[src/rtl/axis_rand_sink_pkg.sv]
// Shared types and field positions for the randomised AXI-Stream sink.
// The PRNG word layout is fixed here so the sink and its users agree.
package axis_rand_pkg;

  typedef enum logic [1:0] {
    IDLE,
    READY,
    STALL
  } state_t;

  localparam int RAND_THR_LSB = 0;
  localparam int RAND_LEN_LSB = 8;
  localparam int RAND_FIELD_W = 8;

endpackage

[src/rtl/axis_rand_sink_if.sv]
// AXI-Stream bundle between an upstream source and the random sink.
// tready is the only signal driven by the slave side.
interface axis_rand_sink_if #(
  parameter int DATA_WIDTH = 512
);

  localparam int KEEP_W = DATA_WIDTH / 8;

  logic [DATA_WIDTH-1:0] tdata;
  logic [KEEP_W-1:0]     tkeep;
  logic                  tlast;
  logic                  tvalid;
  logic                  tready;

  modport master (
    output tdata,
    output tkeep,
    output tlast,
    output tvalid,
    input  tready
  );

  modport slave (
    input  tdata,
    input  tkeep,
    input  tlast,
    input  tvalid,
    output tready
  );

endinterface

[src/rtl/axis_rand_sink_popcount.sv]
// Combinational count of set byte-enable bits.
// Result is wide enough to hold KEEP_W itself.
module keep_popcount #(
  parameter int KEEP_W = 64
) (
  input  logic [KEEP_W-1:0]         keep,
  output logic [$clog2(KEEP_W):0]   count
);

  localparam int CW = $clog2(KEEP_W) + 1;

  // sum the enable bits one at a time
  always_comb begin
    count = '0;
    for (int i = 0; i < KEEP_W; i++) begin
      count = count + CW'(keep[i]);
    end
  end

endmodule

[src/rtl/axis_rand_sink.sv]
// Random-backpressure AXI-Stream sink with beat/packet/byte counters.
// rand64 comes from an external PRNG; no randomness is generated here.
module axis_rand_sink
  import axis_rand_pkg::*;
#(
  parameter int         DATA_WIDTH   = 512,
  parameter int         STALL_THRESH = 64,
  parameter logic [7:0] STALL_MASK   = 8'h0F,
  parameter int         CNT_WIDTH    = 32
) (
  input  logic                 clk,
  input  logic                 rst,
  input  logic                 enable,
  input  logic [63:0]          rand64,
  axis_rand_sink_if.slave      s_axis,
  output logic [CNT_WIDTH-1:0] beat_cnt,
  output logic [CNT_WIDTH-1:0] pkt_cnt,
  output logic [CNT_WIDTH+7:0] byte_cnt,
  output logic                 err_sticky
);

  localparam int         KEEP_W = DATA_WIDTH / 8;
  localparam int         PC_W   = $clog2(KEEP_W) + 1;
  localparam int         BYTE_W = CNT_WIDTH + 8;
  localparam logic [8:0] THR    = 9'(STALL_THRESH);

  state_t                  state;
  state_t                  state_n;
  logic                    tready;
  logic                    tready_n;
  logic [RAND_FIELD_W-1:0] stall_cnt;
  logic [RAND_FIELD_W-1:0] stall_n;
  logic [RAND_FIELD_W-1:0] thr_field;
  logic [RAND_FIELD_W-1:0] len_field;
  logic                    thr_hit;
  logic                    hs;
  logic                    keep_full;
  logic                    keep_none;
  logic                    frame_bad;
  logic [PC_W-1:0]         pc;
  logic                    unused_bits;

  assign thr_field = rand64[RAND_THR_LSB +: RAND_FIELD_W];
  assign len_field = rand64[RAND_LEN_LSB +: RAND_FIELD_W];
  assign thr_hit   = {1'b0, thr_field} < THR;

  assign s_axis.tready = tready;
  assign hs            = s_axis.tvalid & tready;

  assign keep_full = &s_axis.tkeep;
  assign keep_none = ~|s_axis.tkeep;
  assign frame_bad = s_axis.tlast ? keep_none : ~keep_full;

  assign unused_bits = ^{s_axis.tdata, rand64[63:16]};

  keep_popcount #(
    .KEEP_W (KEEP_W)
  ) u_pc (
    .keep  (s_axis.tkeep),
    .count (pc)
  );

  // FSM state, registered ready and stall down-counter
  always_ff @(posedge clk) begin
    if (rst) begin
      state     <= IDLE;
      tready    <= 1'b0;
      stall_cnt <= '0;
    end else begin
      state     <= state_n;
      tready    <= tready_n;
      stall_cnt <= stall_n;
    end
  end

  // next state; a low enable parks the sink in IDLE
  always_comb begin
    state_n  = state;
    tready_n = 1'b0;
    stall_n  = stall_cnt;
    if (!enable) begin
      state_n = IDLE;
      stall_n = '0;
    end else begin
      unique case (state)
        IDLE: begin
          state_n  = READY;
          tready_n = 1'b1;
        end
        READY: begin
          if (thr_hit) begin
            state_n = STALL;
            stall_n = len_field & STALL_MASK;
          end else begin
            tready_n = 1'b1;
          end
        end
        STALL: begin
          if (stall_cnt == '0) begin
            state_n  = READY;
            tready_n = 1'b1;
          end else begin
            stall_n = stall_cnt - 1'b1;
          end
        end
        default: begin
          state_n = IDLE;
          stall_n = '0;
        end
      endcase
    end
  end

  // traffic counters, updated the cycle after a handshake
  always_ff @(posedge clk) begin
    if (rst) begin
      beat_cnt <= '0;
      pkt_cnt  <= '0;
      byte_cnt <= '0;
    end else if (hs) begin
      beat_cnt <= beat_cnt + 1'b1;
      pkt_cnt  <= pkt_cnt + CNT_WIDTH'(s_axis.tlast);
      byte_cnt <= byte_cnt + BYTE_W'(pc);
    end
  end

  // framing error latch, only reset clears it
  always_ff @(posedge clk) begin
    if (rst) begin
      err_sticky <= 1'b0;
    end else if (hs && frame_bad) begin
      err_sticky <= 1'b1;
    end
  end

endmodule
[src/flat_wrapper.sv]
// flat-port wrapper written by rule: the top's interface ports become plain ports
module axis_rand_sink_flat import axis_rand_pkg::*;
#(
  parameter int         DATA_WIDTH   = 512,
  parameter int         STALL_THRESH = 64,
  parameter logic [7:0] STALL_MASK   = 8'h0F,
  parameter int         CNT_WIDTH    = 32
)
  (clk, rst, enable, rand64, beat_cnt, pkt_cnt, byte_cnt, err_sticky, s_axis_tdata, s_axis_tkeep, s_axis_tlast, s_axis_tvalid, s_axis_tready);
  axis_rand_sink_if #(.DATA_WIDTH(DATA_WIDTH)) s_axis_i ();
  input  logic clk;
  input  logic rst;
  input  logic enable;
  input  logic [63:0] rand64;
  output logic [CNT_WIDTH-1:0] beat_cnt;
  output logic [CNT_WIDTH-1:0] pkt_cnt;
  output logic [CNT_WIDTH+7:0] byte_cnt;
  output logic err_sticky;
  input wire logic [$bits(s_axis_i.tdata)-1:0] s_axis_tdata;
  input wire logic [$bits(s_axis_i.tkeep)-1:0] s_axis_tkeep;
  input wire logic [$bits(s_axis_i.tlast)-1:0] s_axis_tlast;
  input wire logic [$bits(s_axis_i.tvalid)-1:0] s_axis_tvalid;
  output wire logic [$bits(s_axis_i.tready)-1:0] s_axis_tready;
  assign s_axis_i.tdata = s_axis_tdata;
  assign s_axis_i.tkeep = s_axis_tkeep;
  assign s_axis_i.tlast = s_axis_tlast;
  assign s_axis_i.tvalid = s_axis_tvalid;
  assign s_axis_tready = s_axis_i.tready;
  axis_rand_sink #(.DATA_WIDTH(DATA_WIDTH), .STALL_THRESH(STALL_THRESH), .STALL_MASK(STALL_MASK), .CNT_WIDTH(CNT_WIDTH)) u_core (.clk(clk), .rst(rst), .enable(enable), .rand64(rand64), .s_axis(s_axis_i), .beat_cnt(beat_cnt), .pkt_cnt(pkt_cnt), .byte_cnt(byte_cnt), .err_sticky(err_sticky));
endmodule
[config.mk]
export PLATFORM = sky130hd
export DESIGN_NAME = axis_rand_sink_flat
export DESIGN_NICKNAME = d
export VERILOG_FILES = /design/src/rtl/axis_rand_sink_pkg.sv /design/src/rtl/axis_rand_sink_if.sv /design/src/rtl/axis_rand_sink_popcount.sv /design/src/rtl/axis_rand_sink.sv /design/src/flat_wrapper.sv
export SDC_FILE = /design/constraint.sdc
export NUM_CORES = 1
export LEC_CHECK = 0
export BUFFER_PORTS_ARGS = -buffer_cell sky130_fd_sc_hd__buf_2
export CAP_MARGIN = 20
export CORE_AREA = 2 2 290 292
export CTS_CLUSTER_SIZE = 25
export DETAILED_ROUTE_END_ITERATION = 8
export DIE_AREA = 0 0 292 294
export GPL_TIMING_DRIVEN = 0
export PLACE_DENSITY = 0.33
export SKIP_LAST_GASP = 1
export SYNTH_ARGS = -nofsm -noshare
export SYNTH_HDL_FRONTEND = slang
export SYNTH_HIERARCHICAL = 1
export SYNTH_SLANG_ARGS = --single-unit
[constraint.sdc]
create_clock -name clk -period 10.6 [get_ports clk]
set_input_delay 1.59 -clock clk [delete_from_list [all_inputs] [get_ports clk]]
set_output_delay 1.59 -clock clk [all_outputs]
set_load 0.005 [all_outputs]
# --- After elaboration in Yosys (flattened, before gate mapping) ---
# Cells that the tools add are included.
totals:
  mem_bits_ro: 0
  ram_bits: 0
  mem_count: 0
  elab_cells: 103
  latch_bits: 0
  register_bits: 116
op_classes:
  multipliers: 0
  div: 0
  n_eq_ne: 5
  bitwise_logic: 4
  n_addsub: 67
  shifts: 0
  magnitude_cmp: 1
  n_reduce_logical: 9
  muxes: 10
ops:
  columns: ["operator", "n"]
  rows:
  - ["7-bit by 1-bit adder with 7-bit output", 57]
  - ["64-bit AND reduction", 1]
  - ["64-bit OR reduction", 1]
  - ["40-bit by 7-bit adder with 40-bit output", 1]
  - ["32-bit by 1-bit adder with 32-bit output", 1]
  - ["32-bit by 1-bit adder with 32-bit output, second input constant", 1]
  - ["8-bit case mux with 3 select lines", 1]
  - ["8-bit two-way mux", 2]
  - ["8-bit zero test", 1]
  - ["8-bit by 7-bit < comparator with 1-bit output, second input constant", 1]
  - ["8-bit by 1-bit subtractor with 8-bit output, second input constant", 1]
  - ["6-bit by 1-bit adder with 7-bit output", 1]
  - ["5-bit by 1-bit adder with 6-bit output", 1]
  - ["2-bit case mux with 3 select lines", 1]
  - ["4-bit by 1-bit adder with 5-bit output", 1]
  - ["3-bit by 1-bit adder with 4-bit output", 1]
  - ["2-bit two-way mux", 2]
  - ["2-bit by 1-bit != test with 1-bit output, second input constant", 2]
  - ["2-bit by 1-bit adder with 3-bit output", 1]
  - ["1-bit two-way mux", 3]
  - ["1-bit inverter", 3]
  - ["1-bit case mux with 3 select lines", 1]
  - ["3-bit AND reduction", 1]
  - ["1-bit by 1-bit adder with 2-bit output", 1]
  - ["9 further kinds", 9]

# --- Depth between registers and ports, before layout ---
# Gate-level depths: netlist of the first run.
depth:
  depth_word: 64
  depth_mapped: 27

# --- Cells and area by module ---
# Netlist of the first run, hierarchy kept.
modules_own_cells:
  columns: ["module", "area_each_um2", "cells_per_inst", "instances"]
  rows:
  - ["axis_rand_sink", 6068.3, 740, 1]
  - ["keep_popcount", 1722.9, 172, 1]

# --- Worst setup path after synthesis of the first run ---
# OpenSTA, ideal clock, no wires.
synth_timing:
  path_type: "input -> register"
  start: "in s_axis_tkeep[17]"
  end: "reg u_core.byte_cnt[7]"
  path_stages: 23
  path_buffers: 2
  arrival_ps: 8277
  setup_slack_ps: 2253
  path_cell_list: "fa_1 inv_1 fa_1 inv_1 fa_1 fa_1 inv_1 fa_1 fa_1 fa_1 fa_1 inv_1 ha_1 a211oi_1 nor4b_1 a2111oi_1 ha_1 o21a_1 o21ai_0 clkbuf_1 clkbuf_1 o21ai_0 a21oi_1"
synth_via:
  elab_chain_cells: 48
synth_lines:
  columns: ["item", "line", "rtl"]
  rows:
  - ["from (decl)", "flat_wrapper.sv:20", "input wire logic [$bits(s_axis_i.tkeep)-1:0] s_axis_tkeep;"]
  - ["7-bit by 1-bit adder with 7-bit output (47 in series)", "axis_rand_sink_popcount.sv:16", "count = count + CW'(keep[i]);"]
  - ["net u_core.pc[5]", "axis_rand_sink.sv:40", "logic [PC_W-1:0] pc;"]
  - ["40-bit by 7-bit adder with 40-bit output", "axis_rand_sink.sv:123", "byte_cnt <= byte_cnt + BYTE_W'(pc);"]
  - ["to (signal assigned)", "axis_rand_sink.sv:123", null]
  - ["to (decl)", "axis_rand_sink.sv:18", "output logic [CNT_WIDTH+7:0] byte_cnt,"]
# The timed path passes the listed nets, and every way through them passes these cells.
# A chain may end at the register's enable or synchronous reset.

# --- Worst setup path after layout of the first run ---
# Ends and elaborated chain as after synthesis.

==> results.ini, run 1 <==
[global_routing]
grt_pass1_vias = 7256
grt_max_degree = 17
overflow = 0
antenna_found_initial = 1
track_usage_pct = 7.42
grt_pass1_wl_um = 46800

[status]
status = completed

[synthesis]
yosys-mux-area-fraction_pct = 0.562
synthAdderAreaFrac_pct = 19.3
synthTopCellsByArea = dfxtp_1 30%, fa_1 14%, inv_1 5.4%
synth_common_cells = 116 x dfxtp_1, 112 x inv_1, 72 x nor2_1, 68 x a21oi_1, 55 x fa_1
yosys_most_used_dff = dfxtp_1
yosysWarnings = 6
synth-simple-area-share_pct = 25.3
synth_cells = 912
ys_types = 55
ys_async_sr_fraction_pct = 0
synth_area_per_cell_um2 = 8.54
synth.most_common_cell = dfxtp_1
yosysTopAreaCellShare_pct = 29.8
synth_xor_xnor_area_share_pct = 5.85
synth_top_cell_by_area = dfxtp_1
synth.yosys.seq_area_share_pct = 29.8
synth-compound-area-share_pct = 12.3
netlist_area_um2 = 7790
ys_ff_latch = 116
synth_nets = 1644
synth_edf_count = 0
synth_top_family_by_area = simple AND/OR/NAND/NOR gates

[timing]
worst_slew_pin_slew_ps = 791
fin_crit_sh_pct = 88.9
maxClockFrequency_mhz = 106
final.min_clock_period_ps = 9430
timing.slew.headroom_pct = 47.3
finalSetupViolCount = 0
finalMaxSlewViolations = 0
hold_ws_ps = 443
skew_ps = 11.6
final.setup.tns_ps = 0
hold_viol = 0
grt_setup_unrepaired = false

[clock_network]
clock_latency_ps = 470
cts_buffers = 17
path_clk_slew_ps = 60
cts_tree = done
root_buffer = clkbuf_16
post_cts_buffers = 0
htreeDepth = 4
cts_resized = 0
hold_buffers = 0
cts.sinks = 116
cts_buffer_depth = 2

[place]
placed_area_um2 = 10000
io_buffer_count = 180
gp_congestion = 0.828
dp_hpwl_um = 25900

[worst_setup_path]
critPathTopFamily = adder cells
end_kind = flop
critPathBufInv = 7
cp.required_ps = 10980
critPathKind = primary input to flop
crit_fanout = 10
arrival_ps = 9810
path_cells = buf_2 -> fa_1 -> inv_1 -> fa_1 -> inv_1 -> fa_1 -> fa_1 -> inv_1 -> fa_1 -> fa_1 -> fa_1 -> fa_1 -> inv_1 -> ha_1 -> a211oi_1 -> nor4b_1 -> a2111oi_1 -> ha_1 -> o21a_1 -> o21ai_0 -> clkbuf_1 -> clkbuf_1 -> o21ai_0 -> a21oi_1
cp_slowest_stage_delay_ps = 580
slowest_stage = a2111oi_1
startpoint_type = primary input
crit_top_cell = fa_1

[floorplan]
dieWidth_um = 292
coreArea_um2 = 82900
placement_rows = 106
dieArea_um2 = 85800
io_pins = 751
start_util_pct = 9.40
die_y_um = 294

[final_layout]
postLayoutCoreUtil_pct = 12.8
areaGrowthSynthToFinish_pct = 36.7
nets = 1843
final_area_um2 = 10700
drive_above_1_share_pct = 20.3

[min_path]
holdCritPathClass = flop to flop

[power]
power_density_nw_per_um2 = 423
p_leak_nw = 4.01
peakVddDrop_uv = 413
finalPower_mw = 4.50

[routing]
drtPass1Iterations = 7
remaining_drc_errors = 0
routed_via_density = 3.33
drtIter0Drc = 474
vias = 7349
wl_per_cell_um = 14.4
ant_nets = 0
drt_wl_total_um = 31700

[flow_run]
cap_violations = 0

worst reg2reg max path, cell delays in order (launching register included):
cell and delay [ps]:
dfxtp_1 330, ha_1 230, inv_1 80, fa_1 180, nor2b_1 70, o31ai_1 630, a21o_1 550, clkbuf_1 610
o21ai_0 200, a21oi_1 150
layout make-up:
| class | count | area, µm² |
|---|---|---|
| well taps | 1080 | 1350 |
| diodes | 1 | 2.50 |
| clock inverters | 14 | 176 |
| clock buffers | 18 | 429 |
| flip-flops and latches | 116 | 2320 |
| multi-input cells | 654 | 4930 |
| plain buffers | 30 | 123 |
| inverters | 112 | 420 |
| repair buffers | 180 | 901 |
| fillers | 9479 | 72200 |
placed cells by master (no fill, tap or decap), types with 20 or more instances in the layout:
master	n
a21oi_1	68
buf_2	182
clkbuf_1	26
dfxtp_1	116
fa_1	55
ha_1	32
inv_1	112
nand2_1	47
nand3_1	43
nand4_1	43
nor2_1	72
nor4_1	31
o21ai_0	29
o31ai_1	29
or3_1	25
or4_1	25
xnor2_1	32
xor2_1	20
worst paths after layout:
path	slack, ps	cells past startpoint	startpoint	endpoint
min reg2reg	440	2	u_core/err_sticky	u_core/err_sticky
min	440	2	u_core/err_sticky	u_core/err_sticky
max reg2reg	7490	9	u_core/byte_cnt[0]	u_core/byte_cnt[16]
max	1170	24	s_axis_tkeep[17]	u_core/byte_cnt[7]
kinds of logic (layout without fill, tap and decap cells):
kind of cell    after synthesis  in the layout
compound gates              158            158
xor+xnor                     52             52
fa+ha+maj                    87             87
buf+inv                     142            354
flops                       116            116
mux                           4              4
other cells                   0              1
simple gates                353            353
sequential cells by signal (all words and copies together) (netlist names):
name and cells:
u_core/s_axis.tready 1, u_core/pkt_cnt 32, u_core/stall_cnt 8, u_core/err_sticky 1, u_core/byte_cnt 40, u_core/state 2
u_core/beat_cnt 32
power by group:
group          switching [mW]  total [mW]  internal (mW)
logic                    2.00        3.44           1.43
registers             0.00700       0.452          0.445
clock network           0.244       0.615          0.370
total                    2.26        4.50           2.25
metrics by stage:
step | worst slack [ps] | cells
CTS | 896 | 2204
floorplan | 2250 | 912
global placement | 389 | 2172
finish | 1170 | 2205
detailed placement | 411 | 2172
global route | 642 | 2204
metal layers:
layer  share of wire (%)  track usage, %  up-vias
li1                    -               -     3635
met3                 7.8            3.41       20
met4                 1.1            2.01        0
met1                  44            9.04     3541
met2                  47            11.7      153
met5                   0               0        -
Note: power is estimated with default switching activity, not from simulation.
==> run 2, diff against run 1 <==
Settings changed: PLACE_DENSITY 0.33 to 0.3.
==> run 2 against run 1 <==
Compared with the run above: utilization about the same; sequential share of layout area barely moved; sequential cell count unchanged; global-route usage rose by 0.25 points.
==> results.ini, run 2 (synthesized netlist as in run 1, its figures left out) <==
[timing]
finalMaxSlewViolations = 0  ; unchanged
timing.slew.headroom_pct = 41.3  ; -6.0 points
grt_setup_unrepaired = false
fin_crit_sh_pct = 89.8  ; +0.83 points
hold_viol = 0  ; unchanged
final.min_clock_period_ps = 9520  ; +87.9 ps
worst_slew_pin_slew_ps = 873  ; +82.0 ps
finalWorstSetupSlack_ps = 1080  ; -87.9 ps
finalSetupViolCount = 0  ; unchanged
final.setup.tns_ps = 0  ; unchanged
maxClockFrequency_mhz = 105  ; -0.92%
skew_ps = 11.6  ; +0.00760 ps

[clock_network]
cts_tree = done
clock_latency_ps = 470  ; about the same
cts_buffer_depth = 2  ; unchanged
path_clk_slew_ps = 60  ; about the same
cts.sinks = 116  ; unchanged
root_buffer = clkbuf_16
hold_buffers = 0  ; unchanged
cts_buffers = 17  ; unchanged
post_cts_buffers = 0  ; unchanged
cts_resized = 0  ; unchanged
htreeDepth = 4  ; unchanged

[worst_setup_path]
end_kind = flop
r2r_slack_ps = 7490  ; about the same
critPathKind = primary input to flop
crit_top_cell = fa_1
cp_slowest_stage_delay_ps = 650  ; +70 ps
timing.critical_path.to = u_core/byte_cnt[7]
arrival_ps = 9910  ; +100 ps
path_cells = buf_2 -> fa_1 -> inv_1 -> fa_1 -> inv_1 -> fa_1 -> fa_1 -> inv_1 -> fa_1 -> fa_1 -> fa_1 -> fa_1 -> inv_1 -> ha_1 -> a211oi_1 -> nor4b_1 -> a2111oi_1 -> ha_1 -> o21a_1 -> o21ai_0 -> clkbuf_1 -> clkbuf_1 -> o21ai_0 -> a21oi_1
startpoint_type = primary input
crit_fanout = 10  ; unchanged
cp.required_ps = 11000  ; +20 ps
slowest_stage = o21ai_0
setup.worst_path.start = s_axis_tkeep[17]
r2r_cells = 9  ; unchanged
rr_endpoint = u_core/byte_cnt[14]
reg2reg_from = u_core/byte_cnt[0]

[routing]
vias = 7381  ; +0.44%
drt_wl_total_um = 32800  ; +3.2%
routed_via_density = 3.35  ; +0.48%
ant_nets = 0  ; unchanged
drtIter0Drc = 435  ; -8.2%
wl_per_cell_um = 14.9  ; +3.3%
drtPass1Iterations = 4  ; -3
remaining_drc_errors = 0  ; unchanged

[final_layout]
final_area_um2 = 10700  ; about the same
largest_register_ffs = 40  ; unchanged
top_register = u_core/byte_cnt
num_antenna_cells = 0  ; -1
nets = 1843  ; unchanged
mostFrequentLayoutCells = 182 x buf_2, 116 x dfxtp_1, 112 x inv_1
areaGrowthSynthToFinish_pct = 36.7  ; about the same
reg_top3 = u_core/byte_cnt x40, u_core/beat_cnt x32, u_core/pkt_cnt x32
final_common_cell = buf_2
drive_above_1_share_pct = 20.4  ; +0.089 points

[floorplan]
io_pins = 751  ; unchanged
die_y_um = 294  ; unchanged
start_util_pct = 9.40  ; unchanged
dieWidth_um = 292  ; unchanged
coreArea_um2 = 82900  ; unchanged
dieArea_um2 = 85800  ; unchanged
placement_rows = 106  ; unchanged

[global_routing]
grt_max_degree = 17  ; unchanged
grt_pass1_vias = 7397  ; +1.9%
grt_pass1_wl_um = 47900  ; +2.5%
antenna_found_initial = 2  ; +1
track_usage_pct = 7.67  ; +0.25 points
overflow = 0  ; unchanged

[place]
gp_congestion = 0.823  ; -0.54%
dp_hpwl_um = 26600  ; +2.7%
pre_cts_ws_ps = 470  ; +58.5 ps
io_buffer_count = 180  ; unchanged
placed_area_um2 = 10000  ; unchanged

[power]
switching_share_pct = 50.4  ; +0.34 points
intPower_mw = 2.24  ; -0.38%
peakVddDrop_uv = 573  ; +39%
power_density_nw_per_um2 = 424  ; +0.31%
p_switching_mw = 2.28  ; +0.97%
p_leak_nw = 4.02  ; +0.32%
seq_power_share_pct = 10.0  ; about the same
pwr-share-comb_pct = 76.2  ; about the same
clock_power_share_pct = 13.8  ; +0.2 points

[min_path]
holdCritPathClass = flop to flop

[flow_run]
cap_violations = 0  ; unchanged

[status]
status = completed

## run 2: critical path: cells and delay by family
kind            cells  cell delay [ps]
buf+inv             7             1360
simple gates        1              110
fa+ha+maj          10             4740
compound gates      6             2110
## run 2: per-stage QoR
step | utilization [%] | hold WS, ps | total power [mW] | instances
2_1_floorplan | - | 442 | 3.08 | 912
3_3_place_gp | 12.1 | 446 | 4.04 | 2172
3_5_place_dp | 12.1 | 445 | 4.04 | 2172
4_1_cts | 12.8 | 453 | 4.72 | 2204
5_1_grt | 12.8 | 460 | 5.15 | 2204
6_report | 12.8 | 445 | 4.52 | 2204
## run 2: power by group through the flow
stage | logic (mW) | clock network, mW | registers [mW]
6_report | 3.44 | 0.622 | 0.452
5_1_grt | 4.03 | 0.669 | 0.453
4_1_cts | 3.61 | 0.655 | 0.452
3_5_place_dp | 3.57 | 0 | 0.462
3_3_place_gp | 3.58 | 0 | 0.462
2_1_floorplan | 2.62 | 0 | 0.461
## run 2: worst min-delay path by stage
| stage | slack, ps | start | endpoint | depth (start not counted) |
|---|---|---|---|---|
| after CTS | 450 | u_core/err_sticky | u_core/err_sticky | 2 |
| after detailed placement | 440 | u_core/err_sticky | u_core/err_sticky | 2 |
| after floorplan | 440 | u_core/err_sticky | u_core/err_sticky | 2 |
| final | 440 | u_core/err_sticky | u_core/err_sticky | 2 |
| after global routing | 460 | u_core/err_sticky | u_core/err_sticky | 2 |
| after global placement | 450 | u_core/err_sticky | u_core/err_sticky | 2 |
## run 2: routing by layer
layer | vias to the layer above | track usage (%) | wire, µm
met5 | - | 0 | 13
met4 | 2 | 2.15 | 451
met3 | 28 | 3.43 | 2550
met2 | 151 | 12.2 | 15500
met1 | 3567 | 9.27 | 14300
li1 | 3633 | - | -
## run 2: cell type report
type | instances | area, µm²
inverters | 112 | 420
well taps | 1080 | 1350
clock inverters | 14 | 168
clock buffers | 18 | 439
fillers | 9435 | 72200
flip-flops and latches | 116 | 2320
repair buffers | 180 | 901
multi-input cells | 654 | 4930
plain buffers | 30 | 123
